==> config.mk <==
export PLATFORM = sky130hd
export DESIGN_NAME = alu_rs
export DESIGN_NICKNAME = d
export VERILOG_FILES = /design/src/rtl/alu_rs.sv
export SDC_FILE = /design/constraint.sdc
export NUM_CORES = 1
export LEC_CHECK = 0
export ABC_CLOCK_PERIOD_IN_PS = 6150
export BUFFER_PORTS_ARGS = -buffer_cell sky130_fd_sc_hd__clkbuf_2
export CAP_MARGIN = 20
export CORE_MARGIN = 8
export CORE_UTILIZATION = 40
export CTS_CLUSTER_SIZE = 12
export DETAILED_ROUTE_END_ITERATION = 10
export MAX_ROUTING_LAYER = met4
export PLACE_DENSITY = 0.6
export SETUP_SLACK_MARGIN = 0.05
export SLEW_MARGIN = 30
export SYNTH_ARGS = -nofsm -noshare
export SYNTH_HDL_FRONTEND = slang
export SYNTH_SLANG_ARGS = --single-unit
==> constraint.sdc <==
create_clock -name clk_in -period 6.15 [get_ports clk_in]
set_clock_uncertainty 0.1 [all_clocks]
set_input_delay 0.9225 -clock clk_in [delete_from_list [all_inputs] [get_ports clk_in]]
set_output_delay 0.9225 -clock clk_in [all_outputs]
set_load 0.1 [all_outputs]
==> src/rtl/alu_rs.sv <==
// alu_rs: ALU reservation station; RS_SIZE entries snoop the CDB, and the lowest-index ready entry is dispatched.
// Latency: an issued ready entry dispatches on the next cycle; res_valid/res_tag follow alu_cal by one cycle.
// Backpressure: full (registered state only) blocks issue; rdy_in=0 freezes state. Macro ALU_RS_CDB_FWD_EN adds same-cycle CDB forwarding at issue.
module alu_rs #(
  parameter int ROB_WIDTH = 4,
  parameter int RS_SIZE   = 4
) (
  input  logic                 clk_in,
  input  logic                 rst_in,
  input  logic                 rdy_in,
  input  logic                 clear,
  input  logic                 issue_valid,
  input  logic [3:0]           issue_op,
  input  logic [31:0]          issue_vj,
  input  logic [31:0]          issue_vk,
  input  logic                 issue_qj_busy,
  input  logic                 issue_qk_busy,
  input  logic [ROB_WIDTH-1:0] issue_qj,
  input  logic [ROB_WIDTH-1:0] issue_qk,
  input  logic [ROB_WIDTH-1:0] issue_dest,
  output logic                 full,
  input  logic                 cdb_valid,
  input  logic [ROB_WIDTH-1:0] cdb_tag,
  input  logic [31:0]          cdb_value,
  output logic                 alu_cal,
  output logic [31:0]          alu_a,
  output logic [31:0]          alu_b,
  output logic [3:0]           alu_op,
  output logic                 res_valid,
  output logic [ROB_WIDTH-1:0] res_tag
);

  localparam int IDX_W = (RS_SIZE > 1) ? $clog2(RS_SIZE) : 1;

  typedef struct packed {
    logic                 busy;
    logic [3:0]           op;
    logic [31:0]          vj;
    logic [31:0]          vk;
    logic                 qj_busy;
    logic                 qk_busy;
    logic [ROB_WIDTH-1:0] qj;
    logic [ROB_WIDTH-1:0] qk;
    logic [ROB_WIDTH-1:0] dest;
  } entry_t;

  entry_t             ent [RS_SIZE];
  logic [RS_SIZE-1:0] busy_vec;
  logic [RS_SIZE-1:0] ready_vec;
  logic               has_free;
  logic               has_ready;
  logic [IDX_W-1:0]   free_idx;
  logic [IDX_W-1:0]   disp_idx;
  logic               do_issue;
  entry_t             issue_ent;

  // Per-entry occupancy and readiness, taken from registered state only
  always_comb begin
    busy_vec  = '0;
    ready_vec = '0;
    for (int i = 0; i < RS_SIZE; i++) begin
      busy_vec[i]  = ent[i].busy;
      ready_vec[i] = ent[i].busy & ~ent[i].qj_busy & ~ent[i].qk_busy;
    end
  end

  assign full = &busy_vec;

  // Lowest-index free slot for issue and lowest-index ready slot for dispatch
  always_comb begin
    has_free  = 1'b0;
    free_idx  = '0;
    has_ready = 1'b0;
    disp_idx  = '0;
    for (int i = RS_SIZE - 1; i >= 0; i--) begin
      if (!busy_vec[i]) begin
        has_free = 1'b1;
        free_idx = IDX_W'(i);
      end
      if (ready_vec[i]) begin
        has_ready = 1'b1;
        disp_idx  = IDX_W'(i);
      end
    end
  end

  // A slot freed by this cycle's dispatch is not visible here, so it is reused next cycle at the earliest
  assign do_issue = issue_valid & has_free & rdy_in & ~clear;
  assign alu_cal  = has_ready & rdy_in & ~clear;

  // Dispatch mux drives zeros when nothing is dispatched
  always_comb begin
    alu_a  = '0;
    alu_b  = '0;
    alu_op = '0;
    if (alu_cal) begin
      alu_a  = ent[disp_idx].vj;
      alu_b  = ent[disp_idx].vk;
      alu_op = ent[disp_idx].op;
    end
  end

  // New entry image; with forwarding, a tag broadcast this same cycle is captured at issue
  always_comb begin
    issue_ent.busy    = 1'b1;
    issue_ent.op      = issue_op;
    issue_ent.vj      = issue_vj;
    issue_ent.vk      = issue_vk;
    issue_ent.qj_busy = issue_qj_busy;
    issue_ent.qk_busy = issue_qk_busy;
    issue_ent.qj      = issue_qj;
    issue_ent.qk      = issue_qk;
    issue_ent.dest    = issue_dest;
`ifdef ALU_RS_CDB_FWD_EN
    if (cdb_valid && issue_qj_busy && (issue_qj == cdb_tag)) begin
      issue_ent.vj      = cdb_value;
      issue_ent.qj_busy = 1'b0;
    end
    if (cdb_valid && issue_qk_busy && (issue_qk == cdb_tag)) begin
      issue_ent.vk      = cdb_value;
      issue_ent.qk_busy = 1'b0;
    end
`endif
  end

  // Entry state: reset, flush, CDB snoop, issue write, dispatch release and result tag tracking
  always_ff @(posedge clk_in) begin
    if (!rst_in) begin
      for (int i = 0; i < RS_SIZE; i++) begin
        ent[i] <= '0;
      end
      res_valid <= 1'b0;
      res_tag   <= '0;
    end else if (rdy_in) begin
      if (clear) begin
        for (int i = 0; i < RS_SIZE; i++) begin
          ent[i].busy <= 1'b0;
        end
        res_valid <= 1'b0;
      end else begin
        for (int i = 0; i < RS_SIZE; i++) begin
          if (cdb_valid && ent[i].busy) begin
            if (ent[i].qj_busy && (ent[i].qj == cdb_tag)) begin
              ent[i].vj      <= cdb_value;
              ent[i].qj_busy <= 1'b0;
            end
            if (ent[i].qk_busy && (ent[i].qk == cdb_tag)) begin
              ent[i].vk      <= cdb_value;
              ent[i].qk_busy <= 1'b0;
            end
          end
        end
        // Issue targets a non-busy slot and dispatch a busy one, so they never collide
        if (do_issue) begin
          ent[free_idx] <= issue_ent;
        end
        if (alu_cal) begin
          ent[disp_idx].busy <= 1'b0;
          res_tag            <= ent[disp_idx].dest;
        end
        res_valid <= alu_cal;
      end
    end
  end

endmodule

# --- Word level (Yosys, flattened, before mapping) ---
# Memory sizes are Yosys's and may differ from the RTL's.
# Index checks and enable logic that the tools add are counted.
totals:
  ff_bits: 5
  latch_bits: 0
  ramBits: 332
  rom_bits: 0
  input_bits: 124
  out_inout_bits: 75
  word_cells: 170
  n_memories: 1
memory_table:
  columns: ["name", "words", "width", "read_ports", "rd_ports_with_merged_regs", "write_ports", "line_no", "source"]
  rows:
  - ["ent", 4, 83, 5, 0, 6, "47", "entry_t ent [RS_SIZE];"]
op_classes:
  addsub: 0
  mul: 0
  n_div: 0
  n_lt_le_gt_ge: 0
  eq_ne: 8
  n_shift: 0
  mux: 103
  bitwise: 42
  reduce_logical: 14
op_table:
  columns: ["operator", "count"]
  rows:
  - ["two-way mux 32 bit", 10]
  - ["two-way mux 1 bit", 84]
  - ["equality test 4 bit", 8]
  - ["bitwise OR 1 bit", 20]
  - ["two-way mux 2 bit", 8]
  - ["bitwise AND 1 bit", 13]
  - ["logical AND 1 bit", 12]
  - ["NOT 1 bit", 9]
  - ["two-way mux 4 bit", 1]
  - ["AND reduction 4 bit", 1]
  - ["AND reduction 3 bit", 1]

# --- Depth between registers and ports, before layout ---
# Gate-level depths: netlist of the first run.
# An unclocked memory read counts as a cell.
depth:
  ltp_word: 15
  mapped_depth: 9
  mapped_depth_nobuf: 6

# --- Worst setup path before layout of the first run ---
# No wires, ideal clock.
synth_timing:
  path_kind: "input to output"
  startpoint: "input port rdy_in"
  endpoint: "output port alu_a[0]"
  t_arrival_ps: 3198
  t_required_ps: 5128
  setup_slack_ps: 1929
  stages: 6
  n_path_buf: 3
  path_cell_list: "buf_2 nor2b_1 o21ai_0 clkbuf_1 clkbuf_1 a21oi_1"
synth_between:
  elab_chain_len: 3
synth_lines:
  columns: ["item", "line_no", "source"]
  rows:
  - ["start, declared", "10", "input logic rdy_in,"]
  - ["bitwise AND 1 bit (2 in series)", "89", "assign alu_cal = has_ready & rdy_in & ~clear;"]
  - ["two-way mux 32 bit", "96", "if (alu_cal) begin"]
  - ["end, declared", "26", "output logic [31:0] alu_a,"]
# No other way between the ends.

==> results.py, run 1 <==
metrics = {
    "worst_setup_path": {
        "r2r-start": "ent[0][82]",
        "rr_worst_depth": 6,
        "endpoint": "alu_b[22]",
        "cp_slowest_cell": "nor2_4",
        "crit_path_max_incr_delay_ns": 0.73,
        "endpoint_kind": "output pin",
        "critPathBufInv": 2,
        "r2r_end": "ent[2][47]",
        "critical_path_arrival_ns": 3.73,
        "cp_top_family": "simple AND/OR/NAND/NOR gates",
        "critPathLaunchType": "flop",
        "startpoint": "ent[1][82]",
        "crit_required_ns": 5.13,
        "worstPathCellList": "or3b_2 > nor2_4 > buf_4 > a222oi_1 > a21oi_1 > clkbuf_2",
        "cp.depth": 6,
        "path_class": "reg2out",
        "r2r_setup_slack_ns": 2.66,
        "path_max_fanout": 27,
    },
    "sta": {
        "rsz0062_at_grt": "no",
        "fmax_mhz": 211,
        "maxSlewViolCount": 0,
        "fin_crit_sh_pct": 77.2,
        "tightest_slew_ns": 1.06,
        "finalSetupTns_ns": 0,
        "finalSetupViolations": 0,
        "hold_viol": 0,
        "period_needed_ns": 4.75,
        "slew_headroom_pct": 29.3,
    },
    "power": {
        "combPwrFrac_pct": 6.5,
        "p_leak_nw": 7.06,
        "power_switching_mw": 1.18,
        "power.share.sequential_pct": 52.6,
        "ir_drop_mv": 0.158,
        "p_clk_share_pct": 40.9,
        "netSwitchingFraction_pct": 23.4,
        "p_int_mw": 3.87,
        "powerDensity_nw_per_um2": 258,
        "power.total_mw": 5.05,
    },
    "route": {
        "drcViolationCount": 0,
        "num_vias": 13652,
        "wire_per_inst_microns": 26.5,
        "ant_nets": 0,
        "drt_wl_total_mm": 57.6,
        "viasPerCell": 6.28,
        "dr.pass1.iters": 7,
        "drtIter0Drc": 1556,
    },
    "synth": {
        "synth-seq-cells": 337,
        "syn_area_sq_um": 17100,
        "synth_top_cell_by_area": "edfxtp_1",
        "yosysUniqueCellTypes": 42,
        "avgSynthCellArea_sq_um": 11.4,
        "syn_nets": 1630,
        "synthArstFlopShare_pct": 0,
        "yosysMostFrequentCell": "edfxtp_1",
        "synthTopCellsByCount": "edfxtp_1, nand2_1, o211ai_1",
        "synth_cells": 1506,
        "synth_flop_cell": "edfxtp_1",
        "synthTopCellsByArea": "edfxtp_1, o211ai_1, nand2_1",
        "yosys_warnings": 0,
        "yosysSeqAreaShare_pct": 58.6,
        "synth_edf_count": 328,
        "netlist.area_leader.share_pct": 57.5,
    },
    "placement": {
        "dpl.cell_count": 2103,
        "post-dp-hpwl_mm": 34.1,
        "place_area_sq_um": 18500,
        "portBuffers": 198,
        "place.gp.congestion": 0.840,
    },
    "die": {
        "ios": 199,
        "die_area_sq_um": 49700,
        "die_h_microns": 223,
        "dieWidth_microns": 223,
        "floorplan.initialDensity_pct": 40.1,
        "coreArea_sq_um": 42700,
        "rows": 76,
    },
    "layout": {
        "fill_cells": 3881,
        "syn2layout_area_growth_pct": 14.2,
        "multiInputGateArea_sq_um": 6440,
        "drive_above_1_share_pct": 19.4,
        "final_area_sq_um": 19600,
        "fin_cells": 2175,
        "seq_area_sq_um": 10000,
        "final_nets": 1720,
    },
    "run": {
        "max_cap_violations": 0,
    },
    "clocking": {
        "cts.htree.levels": 2,
        "clockBufferDepth": 3,
        "ctsResizeCount": 0,
        "cts.clk_slew.worst_paths_ns": 0.06,
        "insertion_delay_ns": 0.53,
        "holdBufCountCts": 0,
        "cts_tree": "done",
        "clockRootBuffer": "clkbuf_16",
        "cts_made_buffers": 37,
        "cts_setup_buffers": 0,
        "clock_sinks": 337,
    },
    "min_path": {
        "hold_class": "reg2reg",
    },
    "global_route": {
        "grt_usage_pct": 23.0,
        "overflow": 0,
        "grt_pass1_vias": 13979,
        "antenna_found_initial": 8,
        "grt_max_degree": 89,
        "grt_pass1_wl_mm": 86.1,
    },
    "outcome": {
        "outcome": "complete, no violations",
    },
}
-- cells in the final DEF (no fill, tap or decap), types with 5 or more instances in the layout --
cell type  synthesis  layout
and2_1            73      72
edfxtp_1         328     328
a222oi_1          72      72
o211ai_1         224     224
nand3_1            7       7
dfxtp_1            9       9
buf_4              0      32
o21ai_0            7       6
clkbuf_1          96      13
a21oi_1           79      79
nor3_2             0       5
clkbuf_2           1     198
xnor2_1           19      19
nand2_1          307     307
clkbuf_16          0      37
clkinv_1           0       8
a22o_1           128     128
diode_2            0       8
xor2_1            13      13
-- final cells by class --
class                   instances  share of cell area, %
well taps                     546                   3.49
flip-flops and latches        337                   51.3
clock inverters                13                  0.448
inverters                       2                 0.0384
clock buffers                  51                   5.05
repair buffers                234                   6.65
diodes                          8                  0.102
multi-input cells             984                   32.9
-- cells by family after synthesis --
group / after synthesis / synth area share, %
xor gates and xnor gates: 32 / 1.64
and+or+nand+nor: 432 / 11.6
buffers and inverters: 185 / 4.70
AOI/OAI and AO/OA: 520 / 23.5
DFF: 337 / 58.6
-- layer usage --
metal	wire length [microns]	share of wire, %	vias to the layer above	track usage, %
li1	-	-	6067	-
met1	23100	40	6701	29.3
met2	27300	47	769	36.2
met3	5400	9.4	115	4.32
met4	1810	3.1	0	9.11
met5	0	0	-	-
-- tightest hold or removal path: stages, from the launching register on --
cell      delay [ns]
dfxtp_1         0.32
nand2b_1        0.06
a21boi_0        0.07
-- how the worst min path moves through the flow --
stage | start | end | slack [ns] | cells after the start
after global routing | res_valid | res_valid | 0.41 | 2
after CTS | res_valid | res_valid | 0.40 | 2
after floorplan | ent[1][0] | res_tag[0] | 0.39 | 2
after global placement | res_valid | res_valid | 0.37 | 2
after detailed placement | res_valid | res_valid | 0.38 | 2
final | res_valid | res_valid | 0.40 | 2
-- flip-flops by register name, summed over array words and instances (netlist names) --
name	cells
res_tag	4
ent	332
res_valid	1
-- through the flow --
step           hold WS [ns]  util [%]  worst slack (ns)
3_3_place_gp          0.368      43.1              1.66
6_report              0.401      45.8              1.40
4_1_cts               0.395      45.8              1.45
5_1_grt               0.405      45.8              1.30
3_5_place_dp          0.384      43.2              1.58
2_1_floorplan         0.385         -              1.93
-- power by group through the flow --
stage               Sequential (mW)  Clock (mW)  Combinational (mW)
finish                         2.65        2.07               0.327
global placement               2.70           0               0.317
CTS                            2.65        2.08               0.328
detailed placement             2.70           0               0.327
global route                   2.66        2.17               0.353
floorplan                      2.69           0               0.185
Note: power is estimated with default switching activity, not from simulation.
==> run 2: changes to the inputs <==
--- a/config.mk
+++ b/config.mk
@@ -5,7 +5,8 @@
 export SDC_FILE = /design/constraint.sdc
 export NUM_CORES = 1
 export LEC_CHECK = 0
-export ABC_CLOCK_PERIOD_IN_PS = 6150
+export ABC_AREA = 1
+export ABC_CLOCK_PERIOD_IN_PS = 4500
 export BUFFER_PORTS_ARGS = -buffer_cell sky130_fd_sc_hd__clkbuf_2
 export CAP_MARGIN = 20
 export CORE_MARGIN = 8
==> constraint.sdc (replaced) <==
create_clock -name clk_in -period 4.5 [get_ports clk_in]
set_clock_uncertainty 0.1 [all_clocks]
set_input_delay 0.675 -clock clk_in [delete_from_list [all_inputs] [get_ports clk_in]]
set_output_delay 0.675 -clock clk_in [all_outputs]
set_load 0.1 [all_outputs]
==> run 2 against run 1 <==
  * Non-clock buffer count unchanged
  * Via count grew 11%
  * Die area is 1.1% higher
  * Setup slack got worse by 1.0 ns
  * Sequential share of layout area down 1.2 points
  * Count of clock-buffer cells in the layout is 2 higher
  * Critical endpoint is now alu_a[24]
  * Largest power group unchanged
==> results.py, run 2 <==
metrics = {
    "outcome": {
        "outcome": "complete, no violations",
    },
    "sta": {
        "finalSetupViolations": 0,
        "period_needed_ns": 4.12,
        "tightest_slew_ns": 0.991,
        "hold_viol": 0,
        "fin_crit_sh_pct": 91.6,
        "slew_headroom_pct": 33.9,
        "maxSlewViolCount": 0,
        "rsz0062_at_grt": "no",
        "finalSetupTns_ns": 0,
        "fmax_mhz": 243,
        "worst_slack_ns": 0.376,
    },
    "route": {
        "num_vias": 15154,
        "drcViolationCount": 0,
        "wire_per_inst_microns": 21.3,
        "ant_nets": 0,
        "viasPerCell": 5.39,
        "dr.pass1.iters": 5,
        "drtIter0Drc": 1804,
        "drt_wl_total_mm": 59.9,
    },
    "synth": {
        "yosysMostFrequentCell": "nand2_1",
        "synth_cells": 2053,
        "synth_top_cell_by_area": "edfxtp_1",
        "synthTopCellsByCount": "nand2_1, edfxtp_1, nand3_1",
        "synthTopCellsByArea": "edfxtp_1, nand2_1, nand3_1",
        "synth_edf_count": 328,
        "syn_nets": 2177,
        "netlist.area_leader.share_pct": 56.8,
        "yosys_warnings": 0,
        "synth_flop_cell": "edfxtp_1",
        "yosysUniqueCellTypes": 29,
        "synth-seq-cells": 337,
        "avgSynthCellArea_sq_um": 8.44,
        "syn_area_sq_um": 17300,
        "yosysSeqAreaShare_pct": 57.9,
        "synthArstFlopShare_pct": 0,
    },
    "die": {
        "ios": 199,
        "rows": 76,
        "die_area_sq_um": 50200,
        "dieWidth_microns": 224,
        "die_h_microns": 224,
        "floorplan.initialDensity_pct": 40.4,
        "coreArea_sq_um": 42900,
    },
    "clocking": {
        "cts_made_buffers": 37,
        "clock_sinks": 337,
        "holdBufCountCts": 0,
        "cts_tree": "done",
        "cts.htree.levels": 2,
        "cts_setup_buffers": 0,
        "insertion_delay_ns": 0.54,
        "clockRootBuffer": "clkbuf_16",
        "clockBufferDepth": 3,
        "ctsResizeCount": 0,
        "cts.clk_slew.worst_paths_ns": 0.06,
    },
    "placement": {
        "place_area_sq_um": 18900,
        "place_ws_ns": 0.956,
        "post-dp-hpwl_mm": 36.1,
        "place.gp.congestion": 0.904,
        "portBuffers": 198,
    },
    "worst_setup_path": {
        "critical_path_arrival_ns": 3.35,
        "crit_required_ns": 3.72,
        "critPathBufInv": 5,
        "worstPathCellList": "inv_2 > nor2_1 > nand2_1 > nand2_1 > inv_1 > nand2_2 > inv_2 > buf_12 > nand2_1 > nand2_1 > nor2_1 > nor2_1 > clkbuf_2",
        "endpoint_kind": "output pin",
        "crit_path_frequent_cell": "nand2_1",
        "cp_slowest_cell": "inv_2",
        "path_class": "reg2out",
        "cp_top_family": "buffers and inverters",
        "crit_path_max_incr_delay_ns": 0.54,
        "path_max_fanout": 29,
        "critPathLaunchType": "flop",
    },
    "layout": {
        "top_regs": "ent (332), res_tag (4), res_valid (1)",
        "fill_cells": 4073,
        "layout_commonest_cell": "nand2_1",
        "final_nets": 2315,
        "syn2layout_area_growth_pct": 15.6,
        "drive_above_1_share_pct": 14.4,
        "final_area_sq_um": 20000,
        "seq_area_sq_um": 10000,
        "multiInputGateArea_sq_um": 6410,
        "largest_reg_flops": 332,
        "final_cell_mix": "nand2_1, edfxtp_1, nand3_1, nor2_1, clkbuf_2",
        "largest-register": "ent",
        "final_core_util_pct": 46.7,
    },
    "global_route": {
        "grt_max_degree": 77,
        "grt_pass1_wl_mm": 90.3,
        "grt_usage_pct": 24.0,
        "grt_pass1_vias": 14767,
        "overflow": 0,
        "antenna_found_initial": 7,
    },
    "power": {
        "power.total_mw": 7.04,
        "ir_drop_mv": 0.206,
        "powerDensity_nw_per_um2": 351,
        "p_leak_nw": 9.13,
    },
    "min_path": {
        "hold_class": "in2reg",
    },
    "run": {
        "max_cap_violations": 0,
    },
}
==> run 2: cell count changes after synthesis, sizes merged, moves of 18 or more <==
cell and change:
and2 -73, buf +18, a21oi -70, clkbuf -66, nand2 +484, a22o -128
o211ai -223, nor2 +253, o22ai +18, o21ai +66, inv +84, a222oi -72
nand3 +314
==> run 2: layout make-up <==
| class | instances | area share, % |
|---|---|---|
| diodes | 7 | 0.0874 |
| clock buffers | 53 | 5.13 |
| clock inverters | 14 | 0.462 |
| inverters | 86 | 1.63 |
| multi-input cells | 1495 | 32.0 |
| flip-flops and latches | 337 | 50.0 |
| well taps | 585 | 3.65 |
| repair buffers | 234 | 6.99 |
==> run 2: layer usage <==
layer	GRT usage, %	wire (microns)	up-vias	share of wire (%)
met2	38.1	28500	744	48
li1	-	-	7090	-
met4	8.33	1570	0	2.6
met5	-	0	-	0
met3	3.91	5560	89	9.3
met1	30.9	24300	7231	41
==> run 2: worst register-to-register path, delay by kind of cell, from the launching register on <==
kind / cells / cell delay, ns
buffers and inverters: 2 / 0.85
and+or+nand+nor: 3 / 0.85
DFF: 1 / 0.45
AOI/OAI and AO/OA: 1 / 0.34
==> run 2: power by group <==
group | total [mW] | leakage (nW) | internal (mW) | switching [mW]
clock network | 2.92 | 0.543 | 1.65 | 1.27
registers | 3.63 | 3.42 | 3.59 | 0.0424
logic | 0.485 | 5.18 | 0.126 | 0.359
==> run 2: per-stage QoR <==
stage	hold WS [ns]	std cells
after CTS	0.326	2804
final	0.337	2811
after floorplan	0.413	2053
after detailed placement	0.396	2737
after global routing	0.346	2811
after global placement	0.394	2737
==> run 2: path summary, 6_finish.rpt <==
kind	startpoint	to	slack (ns)	cells after the start
setup / recovery	ent[0][82]	alu_a[24]	0.38	13
hold / removal	issue_vj[18]	ent[2][64]	0.34	3
setup reg to reg	ent[2][82]	ent[0][23]	1.63	6
hold reg to reg	res_valid	res_valid	0.40	2
==> run 2: cell families (layout without fill, tap and decap cells) <==
group	Yosys count	in the layout	share of synthesized area, %
other	0	7	0
AOI/OAI and AO/OA	106	106	3.30
xor gates and xnor gates	11	11	0.556
buffers and inverters	221	387	5.83
and+or+nand+nor	1378	1378	32.4
DFF	337	337	57.9
